File: config.mk
export PLATFORM = sky130hd
export DESIGN_NAME = alu_mc
export DESIGN_NICKNAME = d
export VERILOG_FILES = /design/src/rtl/alu_mc.sv
export SDC_FILE = /design/constraint.sdc
export NUM_CORES = 1
export LEC_CHECK = 0
export ABC_AREA = 1
export CAP_MARGIN = 5
export CORE_MARGIN = 4
export CORE_UTILIZATION = 45
export DETAILED_ROUTE_END_ITERATION = 10
export GPL_TIMING_DRIVEN = 1
export PLACE_DENSITY = 0.65
export SKIP_LAST_GASP = 1
export SLEW_MARGIN = 20
export SYNTH_ARGS = -nofsm -noshare
export SYNTH_HDL_FRONTEND = slang
export SYNTH_SLANG_ARGS = --single-unit
File: constraint.sdc
create_clock -name i_clk -period 3.13 [get_ports i_clk]
set_input_delay 0.626 -clock i_clk [delete_from_list [all_inputs] [get_ports i_clk]]
set_output_delay 0.626 -clock i_clk [all_outputs]
set_load 0.02 [all_outputs]
File: src/rtl/alu_mc.sv
// Multi-cycle ALU with valid/ready handshakes on both sides and a registered result/zero flag.
// Define ALU_MULDIV_EN to build the iterative MUL/DIVU/REMU datapath (shift-add and restoring division).
module alu_mc #(
   parameter int WIDTH = 32,
   localparam int SHW = $clog2(WIDTH)
) (
   input  logic             i_clk,
   input  logic             i_rst_n,
   input  logic             i_valid,
   output logic             o_ready,
   input  logic [WIDTH-1:0] i_srcA,
   input  logic [WIDTH-1:0] i_srcB,
   input  logic [3:0]       i_alu_control,
   output logic             o_valid,
   input  logic             i_ready,
   output logic [WIDTH-1:0] o_ALU,
   output logic             o_zero,
   output logic             o_busy
);

   localparam logic [3:0] OP_ADD  = 4'b0000;
   localparam logic [3:0] OP_SUB  = 4'b0001;
   localparam logic [3:0] OP_AND  = 4'b0010;
   localparam logic [3:0] OP_OR   = 4'b0011;
   localparam logic [3:0] OP_XOR  = 4'b0100;
   localparam logic [3:0] OP_SLT  = 4'b0101;
   localparam logic [3:0] OP_SLTU = 4'b0110;
   localparam logic [3:0] OP_SLL  = 4'b0111;
   localparam logic [3:0] OP_SRL  = 4'b1000;
   localparam logic [3:0] OP_SRA  = 4'b1001;
`ifdef ALU_MULDIV_EN
   localparam logic [3:0] OP_MUL  = 4'b1010;
   localparam logic [3:0] OP_DIVU = 4'b1011;
   localparam logic [3:0] OP_REMU = 4'b1100;

   typedef enum logic [1:0] {IDLE, BUSY, DONE} state_e;
`else
   typedef enum logic {IDLE, DONE} state_e;
`endif

   state_e           state_q, state_d;
   logic [WIDTH-1:0] alu_q, alu_d;
   logic             accept;

   // Results that complete in the accept cycle; DIVU/REMU only land here with a zero divisor.
   function automatic logic [WIDTH-1:0] singleOp(input logic [3:0]       op,
                                                  input logic [WIDTH-1:0] a,
                                                  input logic [WIDTH-1:0] b);
      logic [SHW-1:0] sh;
      sh = b[SHW-1:0];
      singleOp = '0;
      case (op)
         OP_ADD:  singleOp = a + b;
         OP_SUB:  singleOp = a - b;
         OP_AND:  singleOp = a & b;
         OP_OR:   singleOp = a | b;
         OP_XOR:  singleOp = a ^ b;
         OP_SLT:  singleOp = WIDTH'($signed(a) < $signed(b));
         OP_SLTU: singleOp = WIDTH'(a < b);
         OP_SLL:  singleOp = a << sh;
         OP_SRL:  singleOp = a >> sh;
         OP_SRA:  singleOp = $unsigned($signed(a) >>> sh);
`ifdef ALU_MULDIV_EN
         OP_DIVU: singleOp = '1;
         OP_REMU: singleOp = a;
`endif
         default: singleOp = '0;
      endcase
   endfunction

   assign o_ready = (state_q == IDLE) || ((state_q == DONE) && i_ready);
   assign accept  = i_valid && o_ready;
   assign o_valid = (state_q == DONE);
   assign o_ALU   = alu_q;
   assign o_zero  = (alu_q == '0);

`ifdef ALU_MULDIV_EN
   logic [WIDTH-1:0] acc_q, acc_d;
   logic [WIDTH-1:0] opA_q, opA_d;
   logic [WIDTH-1:0] opB_q, opB_d;
   logic [SHW-1:0]   count_q, count_d;
   logic             isMul_q, isMul_d;
   logic             isRem_q, isRem_d;
   logic             startIter;
   logic [WIDTH-1:0] accStep, opAStep, opBStep;
   logic [WIDTH:0]   remShift;
   logic             remGeq;

   assign startIter = (i_alu_control == OP_MUL) ||
                      (((i_alu_control == OP_DIVU) || (i_alu_control == OP_REMU)) && (i_srcB != '0));
   assign o_busy    = (state_q == BUSY);

   // acc holds the product (MUL) or partial remainder (DIVU/REMU); opA shifts dividend bits out
   // while quotient bits shift in from the bottom.
   always_comb begin
      accStep  = acc_q;
      opAStep  = opA_q;
      opBStep  = opB_q;
      remShift = '0;
      remGeq   = 1'b0;
      if (isMul_q) begin
         accStep = opB_q[0] ? (acc_q + opA_q) : acc_q;
         opAStep = opA_q << 1;
         opBStep = opB_q >> 1;
      end else begin
         remShift = {acc_q, opA_q[WIDTH-1]};
         remGeq   = (remShift >= {1'b0, opB_q});
         accStep  = remGeq ? (remShift[WIDTH-1:0] - opB_q) : remShift[WIDTH-1:0];
         opAStep  = {opA_q[WIDTH-2:0], remGeq};
      end
   end

   // Next-state logic; a new request accepted from IDLE or DONE overrides the hold/retire paths.
   always_comb begin
      state_d = state_q;
      alu_d   = alu_q;
      acc_d   = acc_q;
      opA_d   = opA_q;
      opB_d   = opB_q;
      count_d = count_q;
      isMul_d = isMul_q;
      isRem_d = isRem_q;
      case (state_q)
         IDLE: ;
         BUSY: begin
            acc_d   = accStep;
            opA_d   = opAStep;
            opB_d   = opBStep;
            count_d = count_q + 1'b1;
            if (count_q == SHW'(WIDTH - 1)) begin
               alu_d   = (isMul_q || isRem_q) ? accStep : opAStep;
               state_d = DONE;
            end
         end
         DONE: begin
            if (i_ready && !i_valid) state_d = IDLE;
         end
         default: state_d = IDLE;
      endcase
      if (accept) begin
         if (startIter) begin
            acc_d   = '0;
            opA_d   = i_srcA;
            opB_d   = i_srcB;
            count_d = '0;
            isMul_d = (i_alu_control == OP_MUL);
            isRem_d = (i_alu_control == OP_REMU);
            state_d = BUSY;
         end else begin
            alu_d   = singleOp(i_alu_control, i_srcA, i_srcB);
            state_d = DONE;
         end
      end
   end

   always_ff @(posedge i_clk) begin
      if (!i_rst_n) begin
         acc_q   <= '0;
         opA_q   <= '0;
         opB_q   <= '0;
         count_q <= '0;
         isMul_q <= 1'b0;
         isRem_q <= 1'b0;
      end else begin
         acc_q   <= acc_d;
         opA_q   <= opA_d;
         opB_q   <= opB_d;
         count_q <= count_d;
         isMul_q <= isMul_d;
         isRem_q <= isRem_d;
      end
   end
`else
   assign o_busy = 1'b0;

   always_comb begin
      state_d = state_q;
      alu_d   = alu_q;
      if ((state_q == DONE) && i_ready && !i_valid) state_d = IDLE;
      if (accept) begin
         alu_d   = singleOp(i_alu_control, i_srcA, i_srcB);
         state_d = DONE;
      end
   end
`endif

   always_ff @(posedge i_clk) begin
      if (!i_rst_n) begin
         state_q <= IDLE;
         alu_q   <= '0;
      end else begin
         state_q <= state_d;
         alu_q   <= alu_d;
      end
   end

endmodule
==> flow_metrics.py <==
metrics = {
    "drt": {
        "route.antenna.remaining_nets": 0,
        "vias": 17121,
        "wl_per_cell_um": 20.9,
        "wirelength_um": 61000,
        "drc_errors": 0,
        "via_per_inst": 5.86,
        "drt-initial-drc-count": 2241,
        "drtPass1Iterations": 7,
    },
    "global_route": {
        "grt_usage": 0.414,
        "grt_max_degree": 70,
        "grt_pass1_wl_um": 90100,
        "grt_pass1_vias": 16070,
        "antenna_found_initial": 0,
        "gr-total-overflow": 0,
    },
    "setup_path": {
        "cp_data_arrival_time_ps": 3230,
        "slowest_stage": "clkdlybuf4s50_1",
        "path_common_cell": "nand2_1",
        "crit_type": "in -> reg",
        "crit_fanout": 5,
        "max_stage_delay_ps": 570,
        "crit_family": "simple AND/OR/NAND/NOR gates",
        "start_kind": "input port",
        "endpoint_kind": "flip-flop",
        "timing.critical_path.buf_inv": 4,
        "required_ps": 3310,
        "worstPathCellList": "clkdlybuf4s50_1, inv_1, ha_2, nor2_1, inv_1, nor2_1, inv_1, nor2_1, and2_1, nand2_1, nand2_1, nand2_1, nand3_1, nand3_1, nand2_1, a21oi_1",
    },
    "place": {
        "dp_hpwl_um": 50400,
        "place.gp.congestion": 1.08,
        "dpl_cell_area_mm2": 0.0149,
        "port_buffers": 106,
    },
    "logic_synthesis": {
        "synthFlopType": "dfxtp_1",
        "synth_common_cells": "799 x nand2_1, 410 x nand3_1, 295 x inv_1, 148 x nor2_1, 108 x a21oi_1",
        "synth-seq-cells": 33,
        "yosysTopAreaCellShare": 0.266,
        "yosysMostFrequentCell": "nand2_1",
        "synth_area_leaders": "nand2_1 27%, nand3_1 18%, ha_1 11%",
        "syn_inst": 2245,
        "seq_area_frac_synth": 0.0585,
        "synth_edf_count": 0,
        "async_reset_ff_frac": 0,
        "avgSynthCellArea_um2": 5.03,
        "ys_warn_count": 0,
        "synth_fp_nets": 2416,
        "yosys.area.top_type": "nand2_1",
        "syn_area_mm2": 0.0113,
        "synth.distinct_cells": 50,
    },
    "final_layout": {
        "fillers": 2560,
        "fin_util": 0.620,
        "final-seq-area_um2": 661,
        "syn_to_final_growth_pct": 34.7,
        "antenna_cells": 0,
        "final_area_mm2": 0.0152,
        "multi_input_area_mm2": 0.00912,
        "nNetsFinal": 2767,
        "drive_above_1_share": 0.159,
    },
    "power": {
        "p_int_mw": 1.83,
        "combPwrFrac": 0.700,
        "sequentialPowerShare": 0.130,
        "power_density_mw_per_mm2": 240,
        "max-vdd-ir-drop_mv": 0.177,
        "leakage_nw": 8.35,
        "clkPwrFrac": 0.170,
        "sw_frac_of_total": 0.498,
        "switching_power_mw": 1.82,
    },
    "die": {
        "initial_core_util": 0.460,
        "rows": 57,
        "die-area_mm2": 0.0277,
        "coreArea_mm2": 0.0245,
        "ios": 108,
        "die_width_um": 166,
        "die_y_um": 166,
    },
    "clock_network": {
        "clk_pin_slew_ps": 70,
        "cts_hold_buf": 0,
        "cts_root_buf": "clkbuf_16",
        "htreeDepth": 2,
        "clock_path_buffers": 2,
        "cts_tree": "done",
        "cts_made_buffers": 5,
        "cts_sinks": 33,
        "postCtsSetupBuffers": 0,
        "insertion_delay_ps": 300,
    },
    "flow_run": {
        "maxCapViolCount": 0,
    },
    "run_status": {
        "status": "completed",
    },
    "sta": {
        "tightest_slew_ps": 741,
        "rsz0062_at_grt": "yes",
        "slew_viol_final": 0,
        "hold_slack_ps": 489,
        "slew_headroom": 0.506,
        "finalClockSkew_ps": 6.89,
        "hold_viol": 0,
        "fmax_ghz": 0.327,
        "post-route-period-util": 0.977,
        "post-route-min-period_ps": 3060,
        "finalSetupViolCount": 0,
    },
    "worst_hold_path": {
        "hold_class": "reg -> reg",
    },
}
[sequential cells by signal, indices dropped and copies added (netlist names)]
signal / cells
o_valid: 1
o_ALU: 32
[layout by cell type (no fill, tap or decap), types with 8 or more instances in the layout]
master / count
buf_4: 330
nor3_1: 28
inv_1: 295
o21ai_1: 15
and2_1: 12
a21oi_1: 108
buf_12: 8
nand4_1: 27
nor2_1: 138
ha_2: 9
o21ai_0: 44
nand2_2: 9
dfxtp_1: 33
o211ai_1: 21
o22ai_1: 20
inv_2: 9
nor4_1: 9
nand3_1: 406
clkdlybuf4s50_1: 101
nand2_1: 793
nand3b_1: 8
nor2_2: 13
ha_1: 82
[final timing paths]
check / end / slack, ps / start / depth (start not counted)
setup / recovery: o_ALU[30]$_SDFFE_PN0P_ / 70 / i_srcA[24] / 16
hold reg to reg: o_ALU[3]$_SDFFE_PN0P_ / 490 / o_ALU[3]$_SDFFE_PN0P_ / 2
hold / removal: o_ALU[3]$_SDFFE_PN0P_ / 490 / o_ALU[3]$_SDFFE_PN0P_ / 2
setup reg to reg: o_ALU[1]$_SDFFE_PN0P_ / 1580 / o_valid$_SDFFE_PN0P_ / 6
[logic make-up after synthesis]
group                      after synthesis  synth area share
xor gates and xnor gates                 5           0.00388
DFF                                     33            0.0585
buffers and inverters                  407             0.148
AOI/OAI and AO/OA                      235             0.118
and+or+nand+nor                       1465             0.561
adders and majority gates               99             0.111
other                                    1          0.000332
[stage by stage]
step | setup WS [ps] | total power, mW | setup TNS, ps | cells
after global routing | -32.2 | 3.83 | -32.2 | 2921
after detailed placement | -415 | 2.90 | -4530 | 2913
final | 72.8 | 3.65 | 0 | 2921
after global placement | -395 | 2.87 | -3770 | 2913
after CTS | -31.7 | 3.51 | -31.7 | 2921
after floorplan | 224 | 1.74 | 0 | 2245
[per-layer routing]
metal | vias up | wire (um) | global-route usage
met2 | 1167 | 26400 | 0.662
met1 | 7733 | 22400 | 0.521
met5 | - | 0 | 0
met3 | 272 | 7290 | 0.0680
met4 | 0 | 4940 | 0.255
li1 | 7949 | - | -
[tightest hold or removal path, stage by stage, from the launching register on]
cell,delay (ps)
dfxtp_1,330
nand2_1,60
a21oi_1,50
[layout make-up]
type	instances	share of cell area
Clock inverter	3	0.00304
Inverter	307	0.0761
Multi-Input combinational cell	1805	0.600
Tap cell	324	0.0266
Clock buffer	5	0.00823
Timing Repair Buffer	444	0.243
Sequential cell	33	0.0434
[timing repair]
action                                  CTS  global route
endpoints found under the setup margin    3            26
gates cloned                              0             0
resized for setup                         3            50
pin swaps                                 0             3
[power by group through the flow]
stage	Combinational, mW	Sequential (mW)	Clock [mW]
floorplan	1.24	0.502	0
global placement	2.39	0.481	0
detailed placement	2.42	0.483	0
CTS	2.43	0.473	0.609
global route	2.74	0.476	0.622
finish	2.55	0.476	0.620
Power figures use the tool's default switching activity.
